--- config.mk ---
export PLATFORM = sky130hd
export DESIGN_NAME = tach_quad_counter_flat
export DESIGN_NICKNAME = d
export VERILOG_FILES = /design/src/rtl/tach_quad_counter_if.sv /design/src/rtl/tach_quad_counter.sv /design/src/flat_wrapper.sv
export SDC_FILE = /design/constraint.sdc
export NUM_CORES = 1
export LEC_CHECK = 0
export CORE_ASPECT_RATIO = 0.75
export CORE_UTILIZATION = 60
export DETAILED_ROUTE_END_ITERATION = 12
export GPL_TIMING_DRIVEN = 0
export PLACE_DENSITY = 0.84
export SKIP_CTS_REPAIR_TIMING = 1
export SLEW_MARGIN = 10
export SYNTH_ARGS = -nofsm -noshare
export SYNTH_HDL_FRONTEND = slang
export SYNTH_SLANG_ARGS = --single-unit
--- constraint.sdc ---
create_clock -name clk -period 7.1 [get_ports clk]
set_clock_uncertainty 0.15 [all_clocks]
set_input_delay 2.13 -clock clk [delete_from_list [all_inputs] [get_ports clk]]
set_output_delay 2.13 -clock clk [all_outputs]
set_load 0.05 [all_outputs]
--- src/rtl/tach_quad_counter_if.sv ---
`default_nettype none
// ============================================================================
//  Module      : tach_quad_counter_if
//  Description : Control, tach and presented-count signals of one motor
//                channel's quadrature tachometer front end.
//  Revision    : 1.0  initial release
// ============================================================================
interface tach_quad_counter_if;
    logic       filterce;
    logic       invphase;
    logic       freeze;
    logic [1:0] tach;
    logic [7:0] countl;
    logic [7:0] counth;
    logic       dir;
    logic       qerr;

    // Channel control / SPI side: drives strobes and phases, reads the count.
    modport master (
        output filterce, invphase, freeze, tach,
        input  countl, counth, dir, qerr
    );

    // Tach counter side.
    modport slave (
        input  filterce, invphase, freeze, tach,
        output countl, counth, dir, qerr
    );
endinterface
`default_nettype wire

--- src/rtl/tach_quad_counter.sv ---
`default_nettype none
// ============================================================================
//  Module      : tach_quad_counter
//  Description : Quadrature tachometer front end. Synchronises and filters the
//                two tach phases, decodes them at 4x into a 16-bit up/down
//                count and presents it through a freezable output register.
//  Revision    : 1.0  initial release
// ============================================================================
module tach_quad_counter #(
    parameter int FILTLEN = 3
) (
    input  logic                clk,
    input  logic                reset,
    tach_quad_counter_if.slave  bus
);

    localparam logic [3:0] c_FILTLEN = 4'(FILTLEN);

    logic [1:0]  r_sync1;
    logic [1:0]  r_sync2;
    logic [1:0]  w_acc;
    logic [1:0]  r_prev;
    logic [1:0]  w_delta;
    logic        w_step;
    logic        w_up;
    logic        w_illegal;
    logic [15:0] r_count;
    logic [15:0] r_out;
    logic        r_dir;
    logic        r_qerr;

    // Gray phase pair to position in the 00,01,11,10 cycle.
    function automatic logic [1:0] gray2pos(input logic [1:0] g);
        return {g[1], g[1] ^ g[0]};
    endfunction

    // Two-flop synchroniser on both asynchronous tach phases.
    always_ff @(posedge clk) begin
        if (reset) begin
            r_sync1 <= 2'b00;
            r_sync2 <= 2'b00;
        end else begin
            r_sync1 <= bus.tach;
            r_sync2 <= r_sync1;
        end
    end

    genvar gi;
    generate
        for (gi = 0; gi < 2; gi++) begin : g_phase
            logic [3:0] r_run;
            logic       r_acc;

            // Accept a new phase level only after FILTLEN consecutive
            // differing samples; any matching sample restarts the run.
            always_ff @(posedge clk) begin
                if (reset) begin
                    r_run <= 4'd0;
                    r_acc <= 1'b0;
                end else if (bus.filterce) begin
                    if (r_sync2[gi] == r_acc) begin
                        r_run <= 4'd0;
                    end else if (r_run + 4'd1 == c_FILTLEN) begin
                        r_acc <= ~r_acc;
                        r_run <= 4'd0;
                    end else begin
                        r_run <= r_run + 4'd1;
                    end
                end
            end

            assign w_acc[gi] = r_acc;
        end
    endgenerate

    // Position difference modulo 4: 1 = forward, 3 = backward, 2 = both
    // phases moved at once (illegal), 0 = nothing to do.
    assign w_delta = gray2pos(w_acc) - gray2pos(r_prev);

    // Step classification; invphase only matters in the cycle a step decodes.
    always_comb begin
        w_step    = 1'b0;
        w_up      = 1'b0;
        w_illegal = 1'b0;
        case (w_delta)
            2'd1: begin
                w_step = 1'b1;
                w_up   = ~bus.invphase;
            end
            2'd3: begin
                w_step = 1'b1;
                w_up   = bus.invphase;
            end
            2'd2: w_illegal = 1'b1;
            default: ;
        endcase
    end

    // Position counter, direction and sticky quadrature error.
    always_ff @(posedge clk) begin
        if (reset) begin
            r_prev  <= 2'b00;
            r_count <= 16'h0000;
            r_dir   <= 1'b0;
            r_qerr  <= 1'b0;
        end else begin
            r_prev <= w_acc;
            if (w_step) begin
                r_count <= w_up ? r_count + 16'd1 : r_count - 16'd1;
                r_dir   <= w_up;
            end
            if (w_illegal) begin
                r_qerr <= 1'b1;
            end
        end
    end

    // Presented value tracks the counter except while a two-byte read holds it.
    always_ff @(posedge clk) begin
        if (reset) begin
            r_out <= 16'h0000;
        end else if (!bus.freeze) begin
            r_out <= r_count;
        end
    end

    assign bus.countl = r_out[7:0];
    assign bus.counth = r_out[15:8];
    assign bus.dir    = r_dir;
    assign bus.qerr   = r_qerr;

endmodule
`default_nettype wire
--- src/flat_wrapper.sv ---
// flat-port wrapper written by rule: the top's interface ports become plain ports
module tach_quad_counter_flat 
#(
    parameter int FILTLEN = 3
)
  (clk, reset, bus_filterce, bus_invphase, bus_freeze, bus_tach, bus_countl, bus_counth, bus_dir, bus_qerr);
  tach_quad_counter_if bus_i ();
  input  logic clk;
  input  logic reset;
  input wire logic [$bits(bus_i.filterce)-1:0] bus_filterce;
  input wire logic [$bits(bus_i.invphase)-1:0] bus_invphase;
  input wire logic [$bits(bus_i.freeze)-1:0] bus_freeze;
  input wire logic [$bits(bus_i.tach)-1:0] bus_tach;
  output wire logic [$bits(bus_i.countl)-1:0] bus_countl;
  output wire logic [$bits(bus_i.counth)-1:0] bus_counth;
  output wire logic [$bits(bus_i.dir)-1:0] bus_dir;
  output wire logic [$bits(bus_i.qerr)-1:0] bus_qerr;
  assign bus_i.filterce = bus_filterce;
  assign bus_i.invphase = bus_invphase;
  assign bus_i.freeze = bus_freeze;
  assign bus_i.tach = bus_tach;
  assign bus_countl = bus_i.countl;
  assign bus_counth = bus_i.counth;
  assign bus_dir = bus_i.dir;
  assign bus_qerr = bus_i.qerr;
  tach_quad_counter #(.FILTLEN(FILTLEN)) u_core (.clk(clk), .reset(reset), .bus(bus_i));
endmodule
* Word level (Yosys, flattened, before mapping)
Index checks and enable logic that the tools add are counted.
Word-level totals: flip-flop bits (word level) 50
Operators by class: add/subtract/negate cells 5, reductions and logical operators 3, bitwise operators 7, mux-type cells 8, eq/ne operators 7
Operator list (count):
- $add A16 B1 Y16 const B | 1
- $mux W16 | 1
- $mux W4 | 4
- $sub A16 B1 Y16 const B | 1
- $add A4 B1 Y4 const B | 2
- $eq A4 B2 Y1 const B | 2
- $reduce_and A3 Y1 | 2
- $not A1 Y1 | 5
- $eq A2 B2 Y1 const B | 2
- $eq A1 B1 Y1 | 2
- $eq A2 B1 Y1 const B | 1
- $mux W1 | 2
- $pmux W1 S2 | 1
- $reduce_or A2 Y1 | 1
- $sub A2 B2 Y2 | 1
- $xor A1 B1 Y1 | 2

* Longest topological paths before layout
depth after elaboration 5, depth in mapped cells 14, depth with buffers taken out 13

* Worst setup path after synthesis
No wires, ideal clock.
kind input -> register, start in bus_invphase, end reg u_core.r_count[14], setup time 134 ps, arrival time 4489 ps, path buffers 1, stages on the path 11, setup slack 2327 ps, required time 6816 ps, path through xnor2_1 > or2_1 > buf_2 > inv_2 > fa_1 > nand3b_1 > a21boi_2 > a311o_1 > nand4_1 > and3_2 > or4_1
On the way: cells in the longest elaborated chain, start to end 3
RTL lines:
- from (decl) | line flat_wrapper.sv:11 | input wire logic [$bits(bus_i.invphase)-1:0] bus_invphase;
- $not A1 Y1 | line tach_quad_counter.sv:88 | w_up = ~bus.invphase;
- $pmux W1 S2 * | line tach_quad_counter.sv:85 | case (w_delta)
- net u_core.w_up | line tach_quad_counter.sv:25 | logic w_up;
- $mux W16 * | line tach_quad_counter.sv:109 | r_count <= w_up ? r_count + 16'd1 : r_count - 16'd1;
- to (signal assigned) | line tach_quad_counter.sv:109
- to (decl) | line tach_quad_counter.sv:27 | logic [15:0] r_count;
The timed path passes the listed nets; every way through them passes the cells marked *. A chain may end at the register's enable or synchronous reset.

* Final worst setup path
Ends and elaborated chain as after synthesis.

==> results.toml <==
[global_routing]
grtUsageMet2_pct = 45.05
use_met1_pct = 39.13
track_usage_pct = 28.52
first_global_vias = 2222
grt_overflow = 0
antenna_found_initial = 0
grt_start_max_net_pins = 22
grtUsageMet3_pct = 6.917
busiest_layer = "met2"
grt_pass1_wl_mm = 10.42

[yosys]
netlist_instances = 316
ys_seq_elements = 50
synth_top_flop_cell = "dfxtp_1"
ys_seq_area_share_pct = 36.30
yosysWarnings = 0
synth_cell_types = 50
syn_area_um2 = 2758
syn_nets = 346
synthArstFlopShare_pct = 0
synth_edf_count = 0
syn_area_per_cell_um2 = 8.727

[floorplan]
initial_core_util_pct = 65.21
dieWidth_um = 80.28
io_pins = 25
dieArea_um2 = 4874
die_h_um = 60.71
core_um2 = 4229
fp-row-count = 20

[route]
routed_wirelength_mm = 6.261
drt-wirelength-per-cell_um = 15.57
drc = 0
vias_per_cell = 5.985
detail_route.iter0.violations = 183
dr.pass1.iters = 5
antenna_left = 0
num_vias = 2406

[critical_path]
crit_chain = "clkdlybuf4s50_1 > xnor2_1 > or2_1 > buf_2 > inv_2 > fa_1 > nand3b_1 > a21boi_2 > a311o_1 > nand4_1 > and3_2 > or4_1"
crit_buf_inv = 3
cp-end-kind = "register"
cp-start-kind = "input pin"
slowest_delay_ns = 0.50
path_class = "in2reg"
critPathSlowestCell = "or4_1"
cp.arrival_ns = 5.35
worstPathRequired_ns = 7.14
rrSetupSlack_ns = 3.01
crit_fanout = 21
cpLargestDelayFamily = "simple AND/OR/NAND/NOR gates"

[power]
leakage_uw = 0.001300
p_total_uw = 482.1
power.density_nw_per_um2 = 153.0
vdd_drop_max_mv = 0.1191

[clocking]
htree_levels = 2
clock_latency_ns = 0.32
clk_pin_slew_ns = 0.09
cts_tree = "done"
cts-root-buf = "clkbuf_8"
cts_sinks = 50
numCtsBuffers = 5
clock_path_buffers = 2

[sta]
hold_viol = 0
fin_setup_tns_ns = 0
period_minus_slack_ns = 5.304
setup-violations-final = 0
min_period_over_period_pct = 74.70
worst_slew_pin_slew_ns = 0.8486
slew_headroom_pct = 43.43
fmax_ghz = 0.1885
rsz0062_at_grt = "false"
drv_slew = 0
worst_slack_ns = 1.796
hold_slack_ns = 0.3088

[hold_path]
holdCritPathClass = "reg2reg"

[layout]
fillCellCount = 328
final_cell_mix = "dfxtp_1, nor2_1, a21oi_1, clkdlybuf4s50_1"
layout_commonest_cell = "dfxtp_1"
nNetsFinal = 376
diodes = 0
area_growth_pct = 14.29
drive_gt1_share_pct = 4.611

[placed_design]
routabilityCongestion = 0.9253
dp_hpwl_mm = 4.514
portBuffers = 23
post-place-ws_ns = 1.494

[status]
status = "complete, no violations"

[run]
max-cap-violations = 0
==> power by group <==
group | switching (µW) | internal (µW) | leakage (µW)
registers | 0.873 | 282 | 0.000403
logic | 14.2 | 8.19 | 0.000849
clock network | 98.8 | 78.5 | 0.0000472
==> registers in the layout, summed over array words and instances (netlist names) <==
signal	flops
u_core.bus.dir	1
u_core.bus.qerr	1
u_core.g_phase.r_acc	2
u_core.g_phase.r_run	8
u_core.r_count	16
u_core.r_out	16
u_core.r_prev	2
u_core.r_sync1	2
u_core.r_sync2	2
==> layer usage <==
layer | up-vias | part of all wire, %
met5 | - | 0
met4 | 0 | 1.3
met3 | 9 | 7.1
met2 | 68 | 45
met1 | 1133 | 47
li1 | 1196 | -
==> worst paths after layout <==
kind | start | end | depth (start not counted)
setup / recovery | bus_invphase | u_core.r_count[14]$_SDFFE_PP0P_ | 12
hold / removal | u_core.r_sync1[0]$_SDFF_PP0_ | u_core.r_sync2[0]$_SDFF_PP0_ | 1
setup reg to reg | u_core.g_phase[1].r_acc$_SDFFE_PP0P_ | u_core.r_count[14]$_SDFFE_PP0P_ | 14
hold reg to reg | u_core.r_sync1[0]$_SDFF_PP0_ | u_core.r_sync2[0]$_SDFF_PP0_ | 1
==> synthesized netlist by cell type, types with 3 or more instances <==
cell | n | area (µm²)
and3_1 | 10 | 62.56
dfxtp_1 | 50 | 1001
nor2b_1 | 7 | 43.79
or4_1 | 3 | 22.52
nand4_1 | 5 | 31.28
nand2_1 | 22 | 82.58
nand2b_1 | 3 | 18.77
nor3_1 | 8 | 40.04
buf_1 | 4 | 15.01
inv_2 | 3 | 11.26
o21ai_0 | 7 | 35.03
ha_1 | 22 | 275.3
nand3_1 | 6 | 30.03
nor2_1 | 33 | 123.9
nor3b_1 | 3 | 22.52
nor4b_1 | 5 | 43.79
buf_2 | 3 | 15.01
a31oi_1 | 5 | 31.28
clkbuf_1 | 7 | 26.28
inv_1 | 9 | 33.78
a21oi_1 | 26 | 130.1
xor2_1 | 3 | 26.28
a311o_1 | 3 | 30.03
a21o_1 | 6 | 45.04
xnor2_1 | 13 | 113.9
mux2i_1 | 18 | 180.2
o21ai_1 | 4 | 20.02
==> cell type report <==
type                            instances  area [µm²]  share of cell area (%)
Clock inverter                          2       12.51                  0.3970
Clock buffer                            6       82.58                   2.620
Buffer                                 14       56.30                   1.786
Tap cell                               55       68.82                   2.183
Inverter                               12       45.04                   1.429
Multi-Input combinational cell        240        1655                   52.52
Sequential cell                        50        1001                   31.76
Timing Repair Buffer                   23       230.2                   7.304
==> per-stage QoR <==
stage,area [µm²],std cells,utilization [%]
after detailed placement,3057,394,72.28
final,3152,402,74.53
after global placement,3057,394,72.28
after CTS,3152,402,74.53
after floorplan,2758,316,-
after global routing,3152,402,74.53
==> cells by family after synthesis <==
family	Yosys count	synth area share [%]
AO/OA/AOI/OAI	70	16.29
XOR/XNOR	17	5.899
adder cells (fa/ha/maj)	23	10.71
buffers and inverters	26	3.675
flip-flops	50	36.30
multiplexers	18	6.533
AND/OR/NAND/NOR	112	20.60
Power figures use the tool's default switching activity.
